<file path="config.mk">
export PLATFORM = sky130hd
export DESIGN_NAME = add_accum_seq
export DESIGN_NICKNAME = d
export VERILOG_FILES = /design/src/rtl/add_accum_seq.sv
export SDC_FILE = /design/constraint.sdc
export NUM_CORES = 1
export LEC_CHECK = 0
export BUFFER_PORTS_ARGS = -buffer_cell sky130_fd_sc_hd__buf_4
export CORE_ASPECT_RATIO = 0.75
export CORE_UTILIZATION = 44
export CTS_CLUSTER_SIZE = 25
export DETAILED_ROUTE_END_ITERATION = 10
export PLACE_DENSITY = 0.78
export SLEW_MARGIN = 20
export SYNTH_ARGS = -nofsm -noshare
export SYNTH_HDL_FRONTEND = slang
export SYNTH_SLANG_ARGS = --single-unit
</file>
<file path="constraint.sdc">
create_clock -name clk -period 1.5 [get_ports clk]
set_input_delay 0.225 -clock clk [delete_from_list [all_inputs] [get_ports clk]]
set_output_delay 0.225 -clock clk [all_outputs]
set_load 0.03 [all_outputs]
</file>
<file path="src/rtl/add_accum_seq.sv">
// ---------------------------------------------------------------------------
// add_accum_seq
//
// Purpose: sums CNT operands per transaction by steering them through an
// external N-bit adder. The accumulator feeds adder input a, the incoming
// operand feeds adder input b, and the adder sum is written back on every
// accepted operand. The finished sum is presented with a valid/ready
// handshake. A sticky carry flag records whether any add overflowed.
//
// Configuration macro: ADD_ACCUM_SAT_EN
//   undefined (default) : acc wraps modulo 2^N.
//   defined             : the first carry-out pins acc at all-ones for the
//                         rest of the transaction.
//
// Parameters:
//   N    operand / accumulator width (matches the external adder)
//   CNT  operands summed per transaction (2..255)
//
// Ports:
//   clk         sole clock; all state changes on the rising edge
//   rst         asynchronous, active-high reset
//   start       begin a transaction (sampled only in IDLE)
//   in_valid    din holds a valid operand
//   in_ready    block accepts din this cycle (ACC state)
//   din         operand
//   add_a       to adder a   (acc register)
//   add_b       to adder b   (din, combinational)
//   add_cin     to adder cin (constant 0)
//   add_sum     from adder sum
//   add_cout    from adder carry-out
//   out_valid   result available (DONE state)
//   out_ready   consumer takes the result
//   acc_out     accumulated result (acc register)
//   carry_flag  sticky: any add_cout seen on an accept in this transaction
//   busy        high in ACC or DONE
// ---------------------------------------------------------------------------
module add_accum_seq #(
  parameter int N   = 8,
  parameter int CNT = 4
) (
  input  logic         clk,
  input  logic         rst,
  input  logic         start,
  input  logic         in_valid,
  output logic         in_ready,
  input  logic [N-1:0] din,
  output logic [N-1:0] add_a,
  output logic [N-1:0] add_b,
  output logic         add_cin,
  input  logic [N-1:0] add_sum,
  input  logic         add_cout,
  output logic         out_valid,
  input  logic         out_ready,
  output logic [N-1:0] acc_out,
  output logic         carry_flag,
  output logic         busy
);

  // Wide enough to hold the value CNT itself.
  localparam int CW = $clog2(CNT + 1);
  localparam logic [CW-1:0] LAST = CW'(CNT - 1);

  typedef enum logic [1:0] {
    IDLE = 2'd0,
    ACC  = 2'd1,
    DONE = 2'd2
  } state_t;

  state_t        state, state_n;
  logic [N-1:0]  acc;
  logic [CW-1:0] cnt;
  logic          carry_q;

  logic          start_txn;
  logic          accept;
  logic [N-1:0]  acc_next;

  // Moore outputs decoded straight from the state register.
  assign in_ready   = (state == ACC);
  assign out_valid  = (state == DONE);
  assign busy       = (state != IDLE);
  assign add_a      = acc;
  assign add_b      = din;
  assign add_cin    = 1'b0;
  assign acc_out    = acc;
  assign carry_flag = carry_q;

  assign start_txn = (state == IDLE) && start;
  assign accept    = in_valid && in_ready;

`ifdef ADD_ACCUM_SAT_EN
  // carry_q is already sticky for the transaction, so it doubles as the
  // "saturated" marker: once set, acc stays at all-ones.
  assign acc_next = (add_cout || carry_q) ? {N{1'b1}} : add_sum;
`else
  assign acc_next = add_sum;
`endif

  // NOTE: every output of this block gets a default before the case so no
  // path leaves it unassigned; otherwise synthesis infers a latch.
  always_comb begin
    state_n = state;
    case (state)
      IDLE:    if (start)                   state_n = ACC;
      ACC:     if (accept && cnt == LAST)   state_n = DONE;
      DONE:    if (out_ready)               state_n = IDLE;
      default:                              state_n = IDLE;
    endcase
  end

  // NOTE: state registers use non-blocking assignments so every flop samples
  // the pre-edge values of the others, independent of statement order.
  always_ff @(posedge clk or posedge rst) begin
    if (rst) state <= IDLE;
    else     state <= state_n;
  end

  always_ff @(posedge clk or posedge rst) begin
    if (rst) begin
      acc     <= '0;
      cnt     <= '0;
      carry_q <= 1'b0;
    end else if (start_txn) begin
      acc     <= '0;
      cnt     <= '0;
      carry_q <= 1'b0;
    end else if (accept) begin
      acc     <= acc_next;
      cnt     <= cnt + CW'(1);
      carry_q <= carry_q | add_cout;
    end
  end

endmodule

</file>
== Word-level counts from Yosys, hierarchy flattened ==
Index checks and enable logic that the tools add are counted.

* Multipliers: 0
* Bitwise gates (word level): 1
* Equality and inequality tests: 6
* Order comparisons: 0
* Reductions and logical operators: 7
* Muxes and demuxes: 10
* Div/mod/pow operators: 0
* $add $sub $neg: 1
* Shift operators: 0

{| class="wikitable"
|+ Operators with widths
! cell !! count
|-
| $mux W8 || 2
|-
| $mux W2 || 3
|-
| $mux W3 || 2
|-
| $pmux W2 S3 || 1
|-
| $ne A2 B1 Y1 const B || 2
|-
| $reduce_bool A2 Y1 || 2
|-
| $add A3 B1 Y3 const B || 1
|-
| $eq A3 B2 Y1 const B || 1
|-
| $logic_and A1 B1 Y1 || 3
|-
| $reduce_and A3 Y1 || 1
|-
| $eq A2 B1 Y1 const B || 1
|-
| $eq A2 B2 Y1 const B || 1
|-
| $logic_not A2 Y1 || 1
|-
| $mux W1 || 2
|-
| $ne A2 B2 Y1 const B || 1
|-
| $or A1 B1 Y1 || 1
|}

* Memory bits (read-only): 0
* Register bits after elaboration: 14
* Bits in latches: 0
* Memory bits (writable): 0
* Output and inout bits: 29
* Logic and storage cells: 29
* Memories kept: 0
* Bits of input ports: 22

== Longest topological paths before layout ==
Gate-level depths: netlist of the first run.

* Depth after elaboration: 5
* Depth in mapped cells: 4
* Mapped depth without buffers: 4

== Worst setup path after synthesis of the first run ==
Ideal clock, no wire load.

* Kind: register to output
* Start: reg state[0]
* End: out busy
* Cell stages (with the launch flop): 4
* Slack: 279 ps
* Required time: 1275 ps
* Buffers on the path: 2
* Data arrival time: 996 ps
* Path through: dfrtp_1 buf_6 clkbuf_4 or2_1

* Longest elaborated chain between the ends: 1

{| class="wikitable"
|+ Ends and longest elaborated chain
! element !! line !! source
|-
| start, declared || 69 || <nowiki>state_t state, state_n;</nowiki>
|-
| start signal, assigned || 115 || <nowiki>else state <= state_n;</nowiki>
|-
| $reduce_bool A2 Y1 || 81 || <nowiki>assign busy = (state != IDLE);</nowiki>
|-
| end, declared || 56 || <nowiki>output logic busy</nowiki>
|}

Every way passes these cells.

== Worst setup path in the final report of the first run ==
Same ends and word-level chain as after synthesis.

==> results.yml, run 1 <==
detailed_routing:
  drc: 9
  routed_wl_um: 1860
  vias: 720
  via_per_inst: 5.11
  dr.pass1.iters: 7
  wire_per_inst_um: 13.2
  drt_iter0_drc: 33
  final_antenna_net_count: 0
worst_setup_path:
  worstSetupStartpoint: "state[0]"
  crit_path_end: "busy"
  r2r_slack_ps: 200
  path_depth: 2
  startpoint_type: "flip-flop"
  endpoint_kind: "output pin"
  critPathTopFamily: "flip-flops"
  rr_startpoint: "cnt[0]"
  crit_fanout: 10
  path_buf_inv: 1
  crit_arrival_ps: 1140
  reg2reg_depth: 4
  reg2reg_to: "cnt[2]"
  required_ps: 1270
  critPathMaxStageDelay_ps: 470
  crit_chain: "or2_1 > buf_4"
  cpMaxStageDelayCell: "dfrtp_2"
  critPathKind: "flip-flop to output pin"
clocking:
  cts_tree: "yes"
  cts_made_buffers: 3
  ctsRootBufferMaster: "clkbuf_4"
  worstSkewPairLatency_ps: 280
  holdBufCountCts: 0
  path_clk_slew_ps: 80
  clock_sinks: 14
  htree_levels: 1
  clock_path_buffers: 2
timing:
  tightest_slew_ps: 544
  hold_violations: 14
  hold_ws_ps: -10.1
  relSlewSlack: 0.637
  setup_violations: 0
  timing.final.crit_share: 0.908
  report.final.slew_viol_count: 0
  max_freq_ghz: 0.734
  rsz0062_at_grt: "no"
  fin_setup_tns_ps: 0
  skew_ps: 0.737
  finalWorstSetupSlack_ps: 138
  period_needed_ps: 1360
layout:
  fin_area_um2: 1150
  area_growth_pct: 16.3
  num_antenna_cells: 0
  stdcell_count: 141
  fin_util: 0.557
  layout.nets: 143
  drive_gt1_frac: 0.479
power:
  p_comb_frac: 0.630
  total_power_mw: 2.47
  irDropWorstVdd_uv: 874
  switching_power_mw: 1.20
  p_leak_nw: 0.563
  clkPwrFrac: 0.085
  seq_power_share: 0.285
  sw_frac_of_total: 0.488
  internal-power_mw: 1.26
  p_per_area_nw_per_um2: 2140
place:
  dpl-instance-area_um2: 1100
  numPortBuffers: 33
  dp_hpwl_um: 1310
  placed_cells: 134
  dp_slack_ps: 189
  gp_congestion: 0.690
synthesis:
  post-synth-top-area-cell: "dfrtp_1"
  ys_ff_latch: 14
  syn_avg_cell_area_um2: 10.0
  yosysMostFrequentCell: "buf_4"
  synth_ff_type: "dfrtp_1"
  yosysSeqAreaShare: 0.354
  synth_common_cells: "17 x buf_4, 14 x dfrtp_1, 14 x inv_1, 11 x nand2_1, 11 x nand3b_1"
  synth_top_cell_area_share: 0.354
  synth_fp_nets: 123
  synth_cells: 99
  ys_warn_count: 0
  synthDistinctLibCells: 23
  yosys-top-cells-area: "dfrtp_1 35%, o221ai_2 15%, buf_4 13%"
  synth_edf_count: 0
  synthArstFlopShare: 1.00
  netlist_area_um2: 990
global_route:
  grt_pass1_wl_um: 3190
  antenna_found_initial: 0
  grt_use_total: 0.175
  grt_start_max_net_pins: 17
  grt_pass1_vias: 701
  grt.overflow.total: 0
floorplan:
  ios: 51
  die_h_um: 43.1
  start_util: 0.479
  fp.dieArea_um2: 2440
  core_area_um2: 2070
  num_rows: 14
  die_w_um: 56.8
outcome:
  violations: "design-rule violations, negative hold slack"
  status: "finished, violations left"
hold_path:
  hold_class: "input port to async pin"
job:
  maxCapViolCount: 0
-- sequential cells by signal, indices dropped and copies added (netlist names) --
register / count
acc_out: 8
cnt: 3
state: 2
carry_flag: 1
-- power groups by stage --
| stage | sequential (mW) | clock [mW] | combinational [mW] |
|---|---|---|---|
| after CTS | 0.724 | 0.218 | 1.48 |
| after floorplan | 0.864 | 0 | 1.07 |
| after global placement | 0.713 | 0 | 1.44 |
| after detailed placement | 0.730 | 0 | 1.48 |
| after global routing | 0.740 | 0.239 | 1.68 |
| final | 0.702 | 0.210 | 1.56 |
-- metal layers --
metal,vias up,wire length [µm],track usage
met5,-,0,0
met1,331,795,0.214
met3,4,166,0.0732
li1,354,-,-
met4,0,10,0.0488
met2,31,890,0.286
-- layout by cell type (no fill, tap or decap), drive strengths merged --
cell and count:
nand2 11, dfrtp 14, o221ai 12, buf 38, o21ba 1, clkbuf 3
nand3 1, and2b 2, nor2b 1, nand2b 3, and2 1, conb 1
o2bb2ai 1, nand3b 11, inv 14, ha 2, or2 1
-- what timing repair did --
item | CTS | global route
resized for setup | 1 | 0
setup buffers | 0 | 4
pin swaps | 0 | 0
endpoints found under the setup margin | 2 | 1
-- worst min path at each step --
stage               from  depth (start not counted)    endpoint  slack, ps
floorplan            rst                          1  acc_out[0]        110
detailed placement   rst                          2  acc_out[5]        310
finish               rst                          2  acc_out[5]        -10
global placement     rst                          2  acc_out[5]        300
CTS                  rst                          2      cnt[1]          9
global route         rst                          2  acc_out[5]         30
-- cell families after synthesis --
| kind of cell | Yosys count | share of synthesized area |
|---|---|---|
| other | 1 | 0.00379 |
| flip-flops | 14 | 0.354 |
| buffers and inverters | 37 | 0.233 |
| adder cells (fa/ha/maj) | 2 | 0.0253 |
| AO/OA/AOI/OAI | 14 | 0.195 |
| AND/OR/NAND/NOR | 31 | 0.190 |
-- worst register-to-register path, delay by kind of cell, from the launching register on --
kind / cells / cell delay (ps)
compound gates: 1 / 160
fa+ha+maj: 2 / 480
simple gates: 1 / 150
flops: 1 / 420
-- cell type report --
type | count | area, µm²
clock buffers | 3 | 22.5
fillers | 194 | 916
inverters | 14 | 52.6
flip-flops and latches | 14 | 352
multi-input cells | 48 | 409
repair buffers | 38 | 285
well taps | 24 | 30.0
Note: power is estimated with default switching activity, not from simulation.
==> run 2: changes to the inputs <==
Settings changed: HOLD_SLACK_MARGIN set to 0.15.
==> run 2 against run 1 <==
  * The flow finishes with violations (design-rule violations)
  * Worst hold slack better by 200 ps
  * Setup slack stayed put
  * Critical path depth stayed put
  * Register-to-register slack hardly changed
  * Sequential share of layout area is 0.26 points lower
  * Global-route usage is 0.13 points higher
  * Critical endpoint unchanged
  * Largest cell class unchanged
==> results.yml, run 2 (synthesis results as in run 1) <==
clocking:
  cts_tree: "yes"
  worstSkewPairLatency_ps: 280
  ctsRootBufferMaster: "clkbuf_4"
  cts_made_buffers: 3
  clock_path_buffers: 2
  path_clk_slew_ps: 80
  clock_sinks: 14
  htree_levels: 1
timing:
  timing.final.crit_share: 0.908
  tightest_slew_ps: 545
  skew_ps: 0.737
  max_freq_ghz: 0.734
  fin_setup_tns_ps: 0
  relSlewSlack: 0.636
  report.final.slew_viol_count: 0
  rsz0062_at_grt: "no"
  hold_violations: 0
  period_needed_ps: 1360
  setup_violations: 0
power:
  internal-power_mw: 1.27
  sw_frac_of_total: 0.488
  p_leak_nw: 0.567
  p_per_area_nw_per_um2: 2130
  seq_power_share: 0.284
  total_power_mw: 2.47
  p_comb_frac: 0.631
  irDropWorstVdd_uv: 874
  clkPwrFrac: 0.085
  switching_power_mw: 1.20
worst_setup_path:
  rr_startpoint: "cnt[0]"
  endpoint_kind: "output pin"
  cpMaxStageDelayCell: "dfrtp_2"
  reg2reg_to: "cnt[2]"
  required_ps: 1270
  path_depth: 2
  r2r_slack_ps: 200
  crit_path_end: "busy"
  crit_chain: "or2_1 > buf_4"
  worstSetupStartpoint: "state[0]"
  crit_arrival_ps: 1140
  critPathMaxStageDelay_ps: 470
  crit_fanout: 10
  startpoint_type: "flip-flop"
  critPathKind: "flip-flop to output pin"
  reg2reg_depth: 4
  path_buf_inv: 1
  critPathTopFamily: "flip-flops"
layout:
  fillers: 192
  largest_reg_flops: 8
  area_growth_pct: 17.3
  drive_gt1_frac: 0.475
  final_common_cell: "buf_4"
  num_antenna_cells: 0
  layout.nets: 144
  final_cell_mix: "38 x buf_4, 14 x inv_1, 13 x dfrtp_1"
detailed_routing:
  drc: 8
  wl_met1_um: 799
  wl_met3_um: 160
  topRoutingLayerUsed: "met4"
  final_antenna_net_count: 0
  wire_per_inst_um: 13.2
  drt_iter0_drc: 30
  via_per_inst: 5.11
  vias: 725
  dr.pass1.iters: 7
  routed_wl_um: 1870
  dr_wl_met2_um: 900
floorplan:
  fp.dieArea_um2: 2440
  die_h_um: 43.1
  ios: 51
  die_w_um: 56.8
  num_rows: 14
  start_util: 0.479
  core_area_um2: 2070
global_route:
  grt_pass1_vias: 711
  grt_use_total: 0.177
  grt.overflow.total: 0
  grt_pass1_wl_um: 3220
  antenna_found_initial: 0
  grt_start_max_net_pins: 17
hold_path:
  hold_class: "input port to flip-flop"
  holdPathStages: 3
place:
  gp_congestion: 0.690
  dp_hpwl_um: 1310
  numPortBuffers: 33
outcome:
  status: "finished, violations left"
  violations: "design-rule violations"
job:
  maxCapViolCount: 0
[run 2: cell count changes in the layout (fill, tap and decap cells not counted), sizes merged]
cell         before  now
dlygate4sd3       0    1
[run 2: worst min-delay path by stage]
stage,from,endpoint,slack [ps]
3_3_place_gp,rst,acc_out[5],300
6_report,out_ready,state[1],190
4_1_cts,out_ready,state[1],180
5_1_grt,out_ready,state[1],190
2_1_floorplan,rst,acc_out[0],110
3_5_place_dp,rst,acc_out[5],310
[run 2: area by class of cell]
cell class | count | area [µm²] | share of cell area
inverters | 14 | 52.6 | 0.0453
clock buffers | 3 | 22.5 | 0.0194
flip-flops and latches | 14 | 352 | 0.303
repair buffers | 39 | 295 | 0.254
multi-input cells | 48 | 409 | 0.352
well taps | 24 | 30.0 | 0.0259
[run 2: per-layer routing]
metal | vias to the layer above | global-route usage
met3 | 4 | 0.0732
met1 | 335 | 0.214
met4 | 0 | 0.0488
li1 | 355 | -
met2 | 31 | 0.290
met5 | - | 0
[run 2: power by group through the flow]
stage	clock (mW)	sequential [mW]	combinational (mW)
after floorplan	0	0.864	1.07
after global placement	0	0.713	1.44
after detailed placement	0	0.730	1.48
after CTS	0.218	0.724	1.49
after global routing	0.239	0.741	1.68
final	0.210	0.702	1.56
[run 2: stage by stage]
step	utilization	instance area (µm²)	hold WS [ps]	worst slack [ps]	cells
after floorplan	-	990	114	279	99
after detailed placement	0.531	1100	313	189	134
after global placement	0.531	1100	302	269	134
final	0.562	1160	187	138	142
after global routing	0.562	1160	189	70.2	142
after CTS	0.547	1130	184	65.3	138
[run 2: worst min-delay path, stage by stage]
cell       delay, ps
buf_4             80
inv_1             30
o2bb2ai_1        100
[run 2: repair_timing]
action,4_1_cts,5_1_grt
endpoints found under the hold margin,14,0
setup endpoints to repair,2,1
resized for setup,1,0
buffers inserted,0,4
cloned,0,0
hold buffers,1,0
==> run 3: changes to the inputs <==
Settings changed: CORE_UTILIZATION 44 to 40, PLACE_DENSITY 0.78 to 0.75.
Clock period 1.5 ns to 1.1 ns, I/O delays scaled along.
==> run 3 against run 2 <==
  * Worst hold slack got worse by 34 ps
  * Flip-flop and latch count is the same
  * The run ends with negative setup slack left
  * Cell area increased by 18%
  * Critical path depth grew 1
  * Clock power is 38% higher
  * Non-clock buffer count rose by 7
  * Largest power group unchanged
  * Combinational power rose by 69%
==> results.yml, run 3 (synthesis results as in run 1) <==
outcome:
  status: "finished, violations left"
  violations: "negative setup slack"
clocking:
  clock_path_buffers: 2
  worstSkewPairLatency_ps: 280
  cts_tree: "yes"
  clock_sinks: 14
  path_clk_slew_ps: 90
  htree_levels: 1
  ctsRootBufferMaster: "clkbuf_4"
  cts_made_buffers: 3
power:
  clkPwrFrac: 0.075
  irDropWorstVdd_uv: 1230
  internal-power_mw: 2.05
  sw_frac_of_total: 0.468
  p_per_area_nw_per_um2: 2810
  seq_power_share: 0.241
  p_comb_frac: 0.684
  p_leak_nw: 0.655
  switching_power_mw: 1.80
worst_setup_path:
  rr_startpoint: "state[1]"
  reg2reg_depth: 4
  critPathKind: "flip-flop to output pin"
  endpoint_kind: "output pin"
  required_ps: 940
  crit_arrival_ps: 1160
  reg2reg_to: "cnt[0]"
  r2r_slack_ps: -120
  startpoint_type: "flip-flop"
  crit_fanout: 3
layout:
  fin_util: 0.589
  regArea_um2: 352
  fillers: 217
  final_common_cell: "buf_4"
  layout.nets: 152
  multi_input_comb_area_um2: 488
  final_cell_mix: "36 x buf_4, 14 x inv_1, 13 x dfrtp_1"
  area_growth_pct: 38.6
  largest_reg_flops: 8
  drive_gt1_frac: 0.571
  num_antenna_cells: 0
timing:
  max_freq_ghz: 0.756
  setup_violations: 11
  skew_ps: 8.06
  report.final.slew_viol_count: 0
  period_needed_ps: 1320
  rsz0062_at_grt: "yes"
  fin_setup_tns_ps: -1230
  hold_violations: 0
  finalWorstSetupSlack_ps: -223
  timing.final.crit_share: 1.20
global_route:
  grt.overflow.total: 0
  grt_use_total: 0.182
  antenna_found_initial: 0
  grt_pass1_wl_um: 3530
  grt_pass1_vias: 785
  grt_start_max_net_pins: 15
detailed_routing:
  wire_per_inst_um: 13.8
  drt_iter0_drc: 23
  routed_wl_um: 2210
  dr.pass1.iters: 4
  drc: 0
  vias: 789
  final_antenna_net_count: 0
  via_per_inst: 4.93
place:
  gp_congestion: 0.665
  dp_hpwl_um: 1410
  numPortBuffers: 33
floorplan:
  core_area_um2: 2330
  die_w_um: 59.4
  num_rows: 15
  start_util: 0.425
  die_h_um: 45.1
  ios: 51
  fp.dieArea_um2: 2680
hold_path:
  hold_class: "input port to flip-flop"
  min_to: "acc_out[4]"
  holdPathStages: 3
  holdCritStartpoint: "add_sum[4]"
job:
  maxCapViolCount: 0
==> run 3: changes by cell type in the layout (fill, tap and decap cells not counted), moves of 2 or more <==
| cell | change |
|---|---|
| buf_6 | +5 |
| ha_1 | -2 |
| o221ai_1 | -2 |
| buf_4 | -2 |
| nand2b_4 | +2 |
==> run 3: through the flow <==
stage | instance area, µm² | total power, mW | worst slack (ps) | cells | hold WS (ps)
final | 1370 | 3.85 | -223 | 160 | 153
after global routing | 1370 | 4.10 | -261 | 160 | 153
after CTS | 1350 | 3.78 | -221 | 160 | 151
after detailed placement | 1170 | 3.15 | -95.7 | 150 | 185
after global placement | 1170 | 3.06 | -37.8 | 150 | 185
after floorplan | 1000 | 2.68 | -37.8 | 99 | 54.2
==> run 3: layout make-up <==
class | instances | share of cell area
multi-input cells | 49 | 0.356
repair buffers | 46 | 0.302
flip-flops and latches | 14 | 0.256
inverters | 14 | 0.0383
well taps | 34 | 0.0310
clock buffers | 3 | 0.0164
==> run 3: worst max path at each step <==
stage	startpoint	end	cells past startpoint	slack, ps
CTS	state[1]	busy	3	-220
finish	state[1]	busy	3	-220
global placement	cnt[1]	cnt[2]	4	-40
global route	state[1]	busy	3	-260
floorplan	cnt[1]	cnt[2]	4	-40
detailed placement	cnt[1]	cnt[2]	4	-100
==> run 3: repair_timing <==
| action | in CTS | in global routing |
|---|---|---|
| endpoints found under the hold margin | 15 | 0 |
| gates cloned | 2 | 0 |
| endpoints found under the setup margin | 6 | 16 |
| pin swaps | 2 | 2 |
| resized for setup | 14 | 4 |
| setup buffers | 3 | 1 |
| hold buffers | 2 | 0 |
==> run 3: power by group through the flow <==
stage / clock network [mW] / logic [mW] / registers, mW
2_1_floorplan: 0 / 1.50 / 1.18
3_3_place_gp: 0 / 2.13 / 0.931
3_5_place_dp: 0 / 2.20 / 0.950
4_1_cts: 0.304 / 2.55 / 0.926
5_1_grt: 0.324 / 2.81 / 0.962
6_report: 0.289 / 2.63 / 0.927
==> run 3: routing by layer <==
layer	part of all wire	vias up	wire, µm	track usage
met5	0	-	0	0
met4	0.015	0	34	0.0619
met3	0.043	4	94	0.0544
met2	0.51	28	1130	0.315
met1	0.43	386	945	0.216
li1	-	371	-	-
==> run 3: worst max-delay path: stages (launching register included) <==
cell	delay [ps]
dfrtp_1	400
buf_6	120
or2_4	220
buf_6	140
